===== src/rtl/graphite_pkg.sv =====
// ---------------------------------------------------------------------------
// graphite_pkg: shared opcodes, FSM states and pixel packing. Rev 1.0
// ---------------------------------------------------------------------------
`default_nettype none

package graphite_pkg;

  localparam int OP_POS  = 12;
  localparam int OP_SIZE = 4;

  localparam logic [OP_SIZE-1:0] OP_NOP       = 4'd0;
  localparam logic [OP_SIZE-1:0] OP_CLEAR     = 4'd1;
  localparam logic [OP_SIZE-1:0] OP_FILL_RECT = 4'd2;

  typedef enum logic [2:0] {
    ST_IDLE       = 3'd0,
    ST_ARGS       = 3'd1,
    ST_RECT_SETUP = 3'd2,
    ST_CLEAR_RUN  = 3'd3,
    ST_RECT_RUN   = 3'd4
  } state_e;

  function automatic logic [15:0] pixel_word(input logic [11:0] colour);
    return {4'hF, colour};
  endfunction

endpackage

`default_nettype wire


===== src/rtl/graphite_rect_walker.sv =====
// ---------------------------------------------------------------------------
// graphite_rect_walker: row-major pixel walker driving the VRAM sel/ack loop. Rev 1.0
// ---------------------------------------------------------------------------
`default_nettype none

module graphite_rect_walker
  import graphite_pkg::*;
#(
  parameter int FB_WIDTH        = 128,
  parameter int VRAM_ADDR_WIDTH = 16
) (
  input  logic                       clk,
  input  logic                       reset_ni,
  input  logic                       start,
  input  logic [VRAM_ADDR_WIDTH-1:0] x_min,
  input  logic [VRAM_ADDR_WIDTH-1:0] x_max,
  input  logic [VRAM_ADDR_WIDTH-1:0] y_min,
  input  logic [VRAM_ADDR_WIDTH-1:0] y_max,
  input  logic [VRAM_ADDR_WIDTH-1:0] row_base_init,
  input  logic                       ack,
  output logic                       sel,
  output logic [VRAM_ADDR_WIDTH-1:0] addr,
  output logic                       done
);

  localparam int AW = VRAM_ADDR_WIDTH;
  localparam logic [AW-1:0] ROW_STEP = AW'(FB_WIDTH);

  logic [AW-1:0] x;
  logic [AW-1:0] y;
  logic [AW-1:0] row_base;
  logic [AW-1:0] x_lo;
  logic [AW-1:0] x_hi;
  logic [AW-1:0] y_hi;
  logic          step;
  logic          last_col;
  logic          last_row;

  assign step     = sel && ack;
  assign last_col = (x == x_hi);
  assign last_row = (y == y_hi);
  assign done     = step && last_col && last_row;
  // Addressing is purely incremental: row_base advances by one row per wrap.
  assign addr     = row_base + x;

  always_ff @(posedge clk) begin
    if (!reset_ni) begin
      sel      <= 1'b0;
      x        <= '0;
      y        <= '0;
      row_base <= '0;
      x_lo     <= '0;
      x_hi     <= '0;
      y_hi     <= '0;
    end else if (start) begin
      sel      <= 1'b1;
      x        <= x_min;
      y        <= y_min;
      row_base <= row_base_init;
      x_lo     <= x_min;
      x_hi     <= x_max;
      y_hi     <= y_max;
    end else if (step) begin
      if (!last_col) begin
        x <= x + 1'b1;
      end else if (!last_row) begin
        x        <= x_lo;
        y        <= y + 1'b1;
        row_base <= row_base + ROW_STEP;
      end else begin
        sel <= 1'b0;
      end
    end
  end

endmodule

`default_nettype wire


===== src/rtl/graphite_cmd_engine.sv =====
// ---------------------------------------------------------------------------
// graphite_cmd_engine: AXI-stream command processor for NOP/CLEAR/FILL_RECT. Rev 1.0
// Optional macro GRAPHITE_RECT_CLIP_EN clamps rectangles instead of dropping them.
// ---------------------------------------------------------------------------
`default_nettype none

module graphite_cmd_engine
  import graphite_pkg::*;
#(
  parameter int FB_WIDTH         = 128,
  parameter int FB_HEIGHT        = 128,
  parameter int CMD_STREAM_WIDTH = 16,
  parameter int VRAM_ADDR_WIDTH  = 16
) (
  input  logic                        clk,
  input  logic                        reset_ni,
  input  logic                        cmd_axis_tvalid_i,
  output logic                        cmd_axis_tready_o,
  input  logic [CMD_STREAM_WIDTH-1:0] cmd_axis_tdata_i,
  input  logic                        vram_ack_i,
  output logic                        vram_sel_o,
  output logic                        vram_wr_o,
  output logic [3:0]                  vram_mask_o,
  output logic [VRAM_ADDR_WIDTH-1:0]  vram_addr_o,
  output logic [15:0]                 vram_data_out_o,
  output logic                        busy_o
);

  localparam int AW = VRAM_ADDR_WIDTH;
  localparam logic [AW-1:0] W_LAST   = AW'(FB_WIDTH - 1);
  localparam logic [AW-1:0] H_LAST   = AW'(FB_HEIGHT - 1);
  localparam logic [AW-1:0] ROW_STEP = AW'(FB_WIDTH);

  state_e              state;
  state_e              state_n;
  logic [11:0]         colour;
  logic [AW-1:0]       args [4];
  logic [1:0]          arg_cnt;
  logic                launch;
  logic                tready;
  logic                xfer;
  logic [OP_SIZE-1:0]  opcode;
  logic [AW-1:0]       arg_word;

  logic [AW-1:0]       x_lo;
  logic [AW-1:0]       x_hi;
  logic [AW-1:0]       y_lo;
  logic [AW-1:0]       y_hi;
  logic [AW-1:0]       rect_row_base;
  logic                rect_ok;

  logic                walk_start;
  logic [AW-1:0]       walk_x_min;
  logic [AW-1:0]       walk_x_max;
  logic [AW-1:0]       walk_y_min;
  logic [AW-1:0]       walk_y_max;
  logic [AW-1:0]       walk_row_base;
  logic                walk_sel;
  logic                walk_done;
  logic [AW-1:0]       walk_addr;

  assign xfer   = cmd_axis_tvalid_i && tready;
  assign opcode = cmd_axis_tdata_i[OP_POS +: OP_SIZE];

  generate
    if (VRAM_ADDR_WIDTH <= CMD_STREAM_WIDTH) begin : g_arg_slice
      assign arg_word = cmd_axis_tdata_i[VRAM_ADDR_WIDTH-1:0];
    end else begin : g_arg_extend
      assign arg_word = {{(VRAM_ADDR_WIDTH-CMD_STREAM_WIDTH){1'b0}}, cmd_axis_tdata_i};
    end
  endgenerate

  // Normalise, then either clamp or validate; the only multiply lives here.
  always_comb begin
    x_lo    = (args[0] <= args[2]) ? args[0] : args[2];
    x_hi    = (args[0] <= args[2]) ? args[2] : args[0];
    y_lo    = (args[1] <= args[3]) ? args[1] : args[3];
    y_hi    = (args[1] <= args[3]) ? args[3] : args[1];
    rect_ok = 1'b1;
`ifdef GRAPHITE_RECT_CLIP_EN
    if (x_lo > W_LAST) x_lo = W_LAST;
    if (x_hi > W_LAST) x_hi = W_LAST;
    if (y_lo > H_LAST) y_lo = H_LAST;
    if (y_hi > H_LAST) y_hi = H_LAST;
`else
    rect_ok = (x_hi <= W_LAST) && (y_hi <= H_LAST);
`endif
    rect_row_base = y_lo * ROW_STEP;
  end

  always_comb begin
    state_n = state;
    case (state)
      ST_IDLE: begin
        if (xfer) begin
          case (opcode)
            OP_CLEAR:     state_n = ST_CLEAR_RUN;
            OP_FILL_RECT: state_n = ST_ARGS;
            default:      state_n = ST_IDLE;
          endcase
        end
      end
      ST_ARGS: begin
        if (xfer && (arg_cnt == 2'd3)) state_n = ST_RECT_SETUP;
      end
      ST_RECT_SETUP: state_n = rect_ok ? ST_RECT_RUN : ST_IDLE;
      ST_CLEAR_RUN, ST_RECT_RUN: begin
        if (walk_done) state_n = ST_IDLE;
      end
      default: state_n = ST_IDLE;
    endcase
  end

  always_ff @(posedge clk) begin
    if (!reset_ni) state <= ST_IDLE;
    else           state <= state_n;
  end

  // CLEAR spends its first CLEAR_RUN cycle launching the walker over the full frame.
  always_ff @(posedge clk) begin
    if (!reset_ni) begin
      colour  <= '0;
      arg_cnt <= '0;
      launch  <= 1'b0;
      tready  <= 1'b0;
      for (int i = 0; i < 4; i++) args[i] <= '0;
    end else begin
      launch <= (state == ST_IDLE) && xfer && (opcode == OP_CLEAR);
      tready <= (state_n == ST_IDLE) || (state_n == ST_ARGS);
      if ((state == ST_IDLE) && xfer &&
          ((opcode == OP_CLEAR) || (opcode == OP_FILL_RECT))) begin
        colour  <= cmd_axis_tdata_i[11:0];
        arg_cnt <= '0;
      end
      if ((state == ST_ARGS) && xfer) begin
        args[arg_cnt] <= arg_word;
        arg_cnt       <= arg_cnt + 2'd1;
      end
    end
  end

  always_comb begin
    walk_start    = launch || ((state == ST_RECT_SETUP) && rect_ok);
    walk_x_min    = x_lo;
    walk_x_max    = x_hi;
    walk_y_min    = y_lo;
    walk_y_max    = y_hi;
    walk_row_base = rect_row_base;
    if (state == ST_CLEAR_RUN) begin
      walk_x_min    = '0;
      walk_x_max    = W_LAST;
      walk_y_min    = '0;
      walk_y_max    = H_LAST;
      walk_row_base = '0;
    end
  end

  graphite_rect_walker #(
    .FB_WIDTH        (FB_WIDTH),
    .VRAM_ADDR_WIDTH (VRAM_ADDR_WIDTH)
  ) u_walker (
    .clk           (clk),
    .reset_ni      (reset_ni),
    .start         (walk_start),
    .x_min         (walk_x_min),
    .x_max         (walk_x_max),
    .y_min         (walk_y_min),
    .y_max         (walk_y_max),
    .row_base_init (walk_row_base),
    .ack           (vram_ack_i),
    .sel           (walk_sel),
    .addr          (walk_addr),
    .done          (walk_done)
  );

  assign cmd_axis_tready_o = tready;
  assign vram_sel_o        = walk_sel;
  assign vram_wr_o         = walk_sel;
  assign vram_mask_o       = walk_sel ? 4'hF : 4'h0;
  assign vram_addr_o       = walk_addr;
  assign vram_data_out_o   = walk_sel ? pixel_word(colour) : 16'h0000;
  assign busy_o            = (state != ST_IDLE);

endmodule

`default_nettype wire


===== config.mk =====
export PLATFORM = sky130hd
export DESIGN_NAME = graphite_cmd_engine
export DESIGN_NICKNAME = d
export VERILOG_FILES = /design/src/rtl/graphite_pkg.sv /design/src/rtl/graphite_rect_walker.sv /design/src/rtl/graphite_cmd_engine.sv
export SDC_FILE = /design/constraint.sdc
export NUM_CORES = 1
export LEC_CHECK = 0
export CAP_MARGIN = 10
export CORE_MARGIN = 5
export CORE_UTILIZATION = 65
export DETAILED_ROUTE_END_ITERATION = 7
export GPL_TIMING_DRIVEN = 0
export PLACE_DENSITY_LB_ADDON = 0.1
export SYNTH_ARGS = -nofsm -noshare
export SYNTH_HDL_FRONTEND = slang
export SYNTH_HIERARCHICAL = 1
export SYNTH_SLANG_ARGS = --single-unit

===== constraint.sdc =====
create_clock -name clk -period 6.92 [get_ports clk]
set_input_delay 1.384 -clock clk [delete_from_list [all_inputs] [get_ports clk]]
set_output_delay 1.384 -clock clk [all_outputs]
set_load 0.01 [all_outputs]

# Word level (Yosys, flattened, before mapping)
# Memory sizes are Yosys's and may differ from the RTL's.
# Index checks and enable logic that the tools add are counted.
# word_totals
ff_bits,116
input_bits,20
ramBits,64
n_memories,1
elab_cells,102
# mem_list
memory,words,word_bits,read_ports,rd_ports_with_merged_regs,write_ports,line_no,text
args,4,16,4,0,4,graphite_cmd_engine.sv:37,logic [AW-1:0] args [4];
# op_classes
magnitude_cmp,4
n_eq_ne,12
n_reduce_logical,26
addsub,5
muxes,42
# ops
operator,count
16-bit two-way mux,23
"16-bit by 1-bit adder with 16-bit output, second input constant",2
16-bit == test,2
16-bit less-or-equal comparator,2
"16-bit by 7-bit less-or-equal comparator with 1-bit output, second input constant",2
16-bit adder,1
"16-bit by 8-bit adder with 16-bit output, second input constant",1
16-bit OR reduction,1
3-bit two-way mux,4
3-bit case mux with 4 select lines,1
1-bit logical AND,11
1-bit two-way mux,9
2-bit nonzero test,4
"3-bit by 1-bit == test with 1-bit output, second input constant",2
"3-bit by 2-bit == test with 1-bit output, second input constant",2
3-bit zero test,2
2-bit two-way mux,3
3-bit AND reduction,2
"4-bit by 1-bit == test with 1-bit output, second input constant",1
"4-bit by 2-bit == test with 1-bit output, second input constant",1
4-bit two-way mux,1
2-bit case mux with 2 select lines,1
"3-bit == test, second input constant",1
1-bit logical OR,3
other kinds (7),7

# Longest topological paths before layout
# Gate-level depths: netlist (run 1).
# An unclocked memory read counts as a cell.
# logic_depth
depth_word,9
depth_mapped,15

# Cells and area by module
# Netlist (run 1), hierarchy kept.
# modules_own_cells
mod,n_inst,cells_each,area_each_um2
graphite_rect_walker,1,635,5447.7
graphite_cmd_engine,1,540,5207.5

# Worst setup path before layout (run 1)
# No wires, ideal clock.
# synth_path
path_type,flip-flop to output port
startpoint,reg u_walker.x[0]
endpoint,out vram_addr_o[14]
required_time_ps,5536
arrival_time_ps,2196
stages_incl_launch_ff,10
setup_slack_ps,3340
n_path_buf,0
path_cell_list,dfxtp_1 ha_1 fa_1 a21o_1 a21oi_1 o21ai_0 a211oi_1 o31ai_1 a21oi_1 xnor2_1
# synth_between
elab_chain_cells,1
# synth_rtl
item,line_no,text
"start, declared",graphite_rect_walker.sv:29,logic [AW-1:0] x;
"start signal, assigned",graphite_rect_walker.sv:57,x <= x_min;
"start signal, assigned",graphite_rect_walker.sv:65,x <= x + 1'b1;
"start signal, assigned",graphite_rect_walker.sv:67,x <= x_lo;
16-bit adder,graphite_rect_walker.sv:44,assign addr = row_base + x;
"end, declared",graphite_cmd_engine.sv:24,"output logic [VRAM_ADDR_WIDTH-1:0] vram_addr_o,"
# No other way between the ends.

# Worst setup path in the final report (run 1)
# Same ends and word-level chain as after synthesis.

==> summary.txt, run 1 <==
Critical path
  • CP cell instances: ha_1 > fa_1 > a21o_1 > a21oi_1 > o21ai_0 > a211oi_1 > o31ai_1 > a21oi_1 > xnor2_1 > clkdlybuf4s50_1
  • Crit path buffers/inverters: 1
  • Startpoint Class: flip-flop
  • CP endpoint kind: primary output
  • Slowest CP cell: clkdlybuf4s50_1
  • Worst R2R Setup Slack: 2.57 ns
  • Worst Path Max Fanout: 3
  • Setup CP Type: flip-flop to primary output
  • R2R Path Start: args[1][11]
  • R2R depth: 12
  • R2r endpoint: u_walker/x_lo[11]
  • Delay-heaviest family, CP: compound AO/OA/AOI/OAI gates
  • CP arrival: 3.54 ns
  • CP required: 5.54 ns
  • Slowest stage delay, CP: 0.55 ns
  • Most frequent CP cell: a21oi_1

STA
  • RSZ-0062 raised after global routing: false
  • Final hold violations: 0
  • Setup-failing EPs final: 0
  • Fin crit share: 71.1%
  • Final setup TNS: 0 ns
  • Max Clk Rate: 203 MHz
  • Skew final: 0.0129 ns
  • Final Max Slew Viols: 0
  • Worst slew pin tran: 1.07 ns
  • Max_slew headroom: 28.1%
  • Period minus WS final: 4.92 ns
  • Worst setup margin: 2.00 ns

CTS
  • Post-CTS setup buffers: 0
  • Worst skew pair latency: 0.43 ns
  • Hold buffers post-CTS: 0
  • Max Buffers Root-to-Sink: 2
  • CTS Buf Count: 17
  • Post-CTS resize count: 0
  • H-tree depth: 4
  • Root buffer cell: clkbuf_16
  • CTS sink count: 180
  • Worst-path clk slew: 0.06 ns
  • CTS tree: built

Placed design
  • HPWL after DPL: 20700 um
  • RD Place Congestion: 0.968
  • PortBufs: 59
  • Worst Setup Slack post-DPL: 2.51 ns

Floorplanning
  • I/O Pins: 60
  • Die height: 138 um
  • Site row count: 46
  • Die area: 19100 sq um
  • Core Box Area: 16000 sq um
  • Die X: 138 um
  • Initial Utilization: 66.6%

Outcome
  • Status: finished clean

Pwr
  • Comb pwr share: 10.8%
  • Pwr/cell area: 204 nW/um^2
  • Worst-case vdd ir drop: 175 uV
  • Sw frac: 24.1%
  • Int Pwr: 1.89 mW
  • Sw Pwr: 0.601 mW
  • Leakage power: 5.16 nW
  • Clock Power Share: 43.7%
  • Sequential Power Share: 45.5%

Synthesis
  • Top cells by area, synth: dfxtp_1 (22%), edfxtp_1 (18%), mux2i_1 (10%), ha_1 (6.0%), nor2_1 (5.5%)
  • Fraction of registers with async set/reset: 0%
  • Number of flops mapped to enable cells by yosys: 64
  • Synthesized area: 10700 sq um
  • Mapped Avg Cell Area: 9.07 sq um
  • Synth Instances: 1175
  • Top FF cell, synth: dfxtp_1
  • Synthesized flop and latch total: 180
  • Share of the synthesized area in the top cell type: 21.8%
  • Leading area contributor after synthesis: dfxtp_1
  • Synth unique cells: 67
  • Seq/Total Area, Yosys: 39.8%
  • Yosys warnings: 6

Finish
  • Share of layout cells above drive strength 1: 6.13%
  • Area grow syn2layout: 14.5%
  • Final #Nets: 1331
  • # diodes: 0

Detailed routing
  • DRT Wirelength: 27800 um
  • DR vias: 9068
  • Starting DRT DRC Count: 894
  • # DRC: 0
  • Antenna-violating nets left: 0
  • Wire length per cell: 18.7 um
  • Drt first pass iters: 6
  • Via/cell ratio: 6.09

GRT
  • Via count of the first global-routing pass: 8771
  • GR Util All Layers: 28.7%
  • Initial antenna violation count: 0
  • First-pass GRT wire length: 44900 um
  • Largest net degree at the start of global routing: 17
  • Grt total ovfl: 0

Worst hold path
  • Hold Path Class: flip-flop to flip-flop
  • Hold Crit Depth: 2
  • Hold Path End: u_walker/x_lo[7]
  • Hold path startpoint: u_walker/x_lo[7]

Flow run
  • Maxcap violations: 0
## registers in the layout, summed over array words and instances (netlist names), 2 cells and up
signal and cells:
u_walker/y 16, u_walker/x_lo 16, arg_cnt 2, u_walker/row_base 16, u_walker/x 16, u_walker/x_hi 16
state 3, args 64, colour 12, u_walker/y_hi 16
## worst min-delay path, delay by kind of cell (launching register included)
| family | cells | cell delay, ns |
|---|---|---|
| AO/OA/AOI/OAI | 1 | 0.05 |
| AND/OR/NAND/NOR | 1 | 0.06 |
| flip-flops | 1 | 0.31 |
## stage by stage
step                area, sq um  hold slack (ns)  total power [mW]  utilization (%)  std cells
detailed placement        11500            0.456              1.42             72.1       1456
finish                    12200            0.469              2.49             76.3       1488
global placement          11500            0.451              1.41             72.1       1456
floorplan                 10700            0.442              1.33                -       1181
CTS                       12200            0.467              2.49             76.3       1488
global route              12200            0.503              2.57             76.3       1488
## power groups by stage
stage                     Clock (mW)  Sequential (mW)  Combinational, mW
after floorplan                    0             1.15              0.182
after global placement             0             1.16              0.257
after detailed placement           0             1.16              0.261
after CTS                       1.09             1.13              0.264
after global routing            1.14             1.14              0.290
final                           1.09             1.14              0.268
## cells in the mapped netlist (3+ instances only)
cell and count:
a211o_1 3, a211oi_1 16, a21o_1 7, a21oi_1 82, a31oi_1 5, and2_1 69
and3_1 28, and4_1 5, buf_1 8, buf_2 9, buf_4 11, buf_6 7
clkbuf_1 36, dfxtp_1 116, edfxtp_1 64, ha_1 51, inv_1 38, mux2i_1 111
nand2_1 88, nand2b_1 10, nand3_1 19, nand4_1 23, nor2_1 155, nor2b_1 3
nor3_1 17, nor3_2 5, nor3b_1 4, nor4_1 11, nor4_2 5, o211ai_1 10
o21ai_0 39, o21ai_1 3, o221ai_1 3, or3_1 7, xnor2_1 22, xor2_1 47
## layout make-up
class | count | area, sq um
clock buffers | 18 | 429
fillers | 1137 | 3800
well taps | 216 | 270
clock inverters | 14 | 233
repair buffers | 59 | 591
inverters | 39 | 146
flip-flops and latches | 180 | 4240
multi-input cells | 891 | 5920
plain buffers | 71 | 372
## placed cells by master, fill, tap and decap left out, types with 6 or more instances in the layout
| cell type | n |
|---|---|
| edfxtp_1 | 64 |
| buf_4 | 11 |
| a21oi_1 | 82 |
| nand2_1 | 88 |
| nor4_1 | 11 |
| bufinv_16 | 6 |
| inv_1 | 38 |
| and2_1 | 69 |
| conb_1 | 7 |
| nor3_1 | 17 |
| xnor2_1 | 22 |
| nand2b_1 | 10 |
| buf_2 | 9 |
| buf_6 | 7 |
| nor2_1 | 155 |
| or3_1 | 7 |
| o211ai_1 | 10 |
| a21o_1 | 7 |
| o21ai_0 | 39 |
| clkdlybuf4s50_1 | 59 |
| a211oi_1 | 16 |
| nand3_1 | 19 |
| clkbuf_16 | 17 |
| mux2i_1 | 111 |
| xor2_1 | 47 |
| clkbuf_1 | 37 |
| ha_1 | 51 |
| dfxtp_1 | 116 |
| and3_1 | 28 |
| nand4_1 | 23 |
| buf_1 | 8 |
## cells by family after synthesis
logic type,count (synthesis),share of synthesized area (%)
AO/OA/AOI/OAI,192,11.0
XOR/XNOR,69,5.67
adder cells (fa/ha/maj),52,6.18
buffers and inverters,110,4.86
flip-flops,180,39.8
multiplexers,111,10.4
other,1,0.0352
AND/OR/NAND/NOR,460,22.0
## routing by layer
metal	wire, um	vias up	global-route usage, %
met5	0	-	0
met4	997	0	12.6
met3	1940	80	4.83
met2	12700	402	46.7
met1	12200	4293	38.0
li1	-	4293	-
## worst max-delay path by stage
stage	slack, ns	start	to	depth (start not counted)
final	2.00	u_walker/x[0]	vram_addr_o[14]	10
after global routing	1.77	u_walker/x[0]	vram_addr_o[14]	10
after CTS	2.03	u_walker/x[0]	vram_addr_o[14]	10
after detailed placement	2.51	u_walker/x[0]	vram_addr_o[14]	10
after global placement	2.56	u_walker/x[0]	vram_addr_o[14]	10
after floorplan	3.34	u_walker/x[0]	vram_addr_o[14]	9
Power figures use the tool's default switching activity.
==> run 2: changes to the inputs <==
- CORE_UTILIZATION: 65 -> 61
- clock period: 6.92 -> 4.6 ns (I/O delays scaled with it)
==> run 2 against run 1 <==
- global-route usage fell by 1.4 points
- combinational power rose by 50%
- clock skew fell by 0.0028 ns
- die area rose by 6.1%
- critical path type unchanged
- largest cell class unchanged
- highest routed layer unchanged
==> summary.txt, run 2 (same netlist as run 1, synthesis figures left out) <==
Outcome
  • Status: finished clean

STA
  • RSZ-0062 raised after global routing: false
  • Fin crit share: 92.7%
  • Worst slew pin tran: 1.14 ns
  • Skew final: 0.0101 ns
  • Final Max Slew Viols: 0
  • Max Clk Rate: 234 MHz
  • Max_slew headroom: 23.4%
  • Final hold violations: 0
  • Setup-failing EPs final: 0
  • Final setup TNS: 0 ns
  • Period minus WS final: 4.27 ns

CTS
  • H-tree depth: 4
  • Max Buffers Root-to-Sink: 2
  • CTS Buf Count: 17
  • Post-CTS setup buffers: 0
  • CTS sink count: 180
  • Worst skew pair latency: 0.43 ns
  • Worst-path clk slew: 0.07 ns
  • Hold buffers post-CTS: 0
  • Root buffer cell: clkbuf_16
  • CTS tree: built

Pwr
  • Pwr/cell area: 291 nW/um^2
  • Leakage power: 5.14 nW
  • Worst-case vdd ir drop: 262 uV

Finish
  • Share of layout cells above drive strength 1: 6.37%
  • Fill count: 1384
  • # diodes: 0
  • Most frequent cells in the layout: nor2_1 (155), dfxtp_1 (116), mux2i_1 (111)
  • Final #Nets: 1331
  • Reg with most FFs: args
  • Max reg flops: 64
  • Commonest non-fill, non-tap cell in the layout: nor2_1
  • Utilization after layout: 70.4%
  • Area grow syn2layout: 13.9%

Detailed routing
  • DR vias: 8710
  • Wire length per cell: 18.0 um
  • Drt first pass iters: 7
  • # DRC: 0
  • Via/cell ratio: 5.82
  • DRT Wirelength: 26900 um
  • Antenna-violating nets left: 0
  • Starting DRT DRC Count: 663

Critical path
  • Critical Path Start: u_walker/x[0]
  • CP required: 3.68 ns
  • CP endpoint kind: primary output
  • R2R Path Start: args[1][14]
  • Worst R2R Setup Slack: 0.42 ns
  • Worst Path Max Fanout: 3
  • Setup CP Type: flip-flop to primary output
  • Critical Path Sink: vram_addr_o[14]
  • R2r endpoint: u_walker/row_base[3]
  • CP arrival: 3.35 ns
  • R2R depth: 12
  • Startpoint Class: flip-flop

Floorplanning
  • Initial Utilization: 61.8%
  • I/O Pins: 60
  • Die height: 142 um
  • Core Box Area: 17200 sq um
  • Die area: 20200 sq um
  • Site row count: 48
  • Die X: 142 um

Flow run
  • Maxcap violations: 0

GRT
  • Via count of the first global-routing pass: 8342
  • Grt total ovfl: 0
  • GR Util All Layers: 27.4%
  • Initial antenna violation count: 0
  • Largest net degree at the start of global routing: 17
  • First-pass GRT wire length: 43800 um

Worst hold path
  • Hold Path Class: flip-flop to flip-flop

Placed design
  • HPWL after DPL: 20700 um
  • RD Place Congestion: 0.956
  • PortBufs: 59
-- run 2: metal layers --
layer | wire length [um] | up-vias | GRT usage [%]
met1 | 12100 | 4043 | 37.7
met2 | 12000 | 303 | 42.9
met5 | 0 | - | 0
li1 | - | 4308 | -
met4 | 901 | 0 | 10.9
met3 | 1900 | 56 | 4.84
-- run 2: worst min path at each step --
stage	from	end	slack [ns]	cells after the start
final	u_walker/x_lo[5]	u_walker/x_lo[5]	0.47	2
after floorplan	u_walker/x_lo[2]	u_walker/x_lo[2]	0.44	2
after CTS	u_walker/x_lo[5]	u_walker/x_lo[5]	0.46	2
after global placement	u_walker/x_lo[5]	u_walker/x_lo[5]	0.45	2
after global routing	u_walker/x_lo[9]	u_walker/x_lo[9]	0.49	2
after detailed placement	u_walker/x_lo[5]	u_walker/x_lo[5]	0.45	2
-- run 2: area by class of cell --
class	instances	area [sq um]	area share, %
multi-input cells	891	5920	48.8
flip-flops and latches	180	4240	35.0
repair buffers	59	591	4.87
clock buffers	21	482	3.97
plain buffers	71	372	3.06
well taps	225	282	2.32
inverters	39	146	1.21
clock inverters	11	96.3	0.794
-- run 2: report_power, final --
part	internal [mW]	total [mW]	switching (mW)
logic	0.155	0.401	0.247
registers	1.68	1.71	0.0326
clock network	0.808	1.43	0.618
total	2.64	3.54	0.897
-- run 2: timing repair --
item | CTS | global route
endpoints found under the hold margin | 0 | 0
endpoints found under the setup margin | 0 | 1
gates resized for setup | 0 | 2
-- run 2: worst max-delay path: stages, from the launching register on --
cell	delay, ns
dfxtp_1	0.37
ha_1	0.26
fa_1	0.41
a21o_1	0.19
a21oi_1	0.29
o21ai_1	0.19
a211oi_2	0.25
o31ai_1	0.10
a21oi_1	0.18
xnor2_1	0.13
clkdlybuf4s50_1	0.55
-- run 2: through the flow --
step | hold WS [ns] | cells | cell area, sq um | power [mW] | worst slack [ns]
final | 0.467 | 1497 | 12100 | 3.54 | 0.334
after CTS | 0.465 | 1497 | 12100 | 3.54 | 0.170
after floorplan | 0.442 | 1181 | 10700 | 2.00 | 1.48
after detailed placement | 0.454 | 1465 | 11500 | 2.14 | 0.430
after global routing | 0.487 | 1497 | 12100 | 3.66 | 0.0651
after global placement | 0.451 | 1465 | 11500 | 2.13 | 0.469
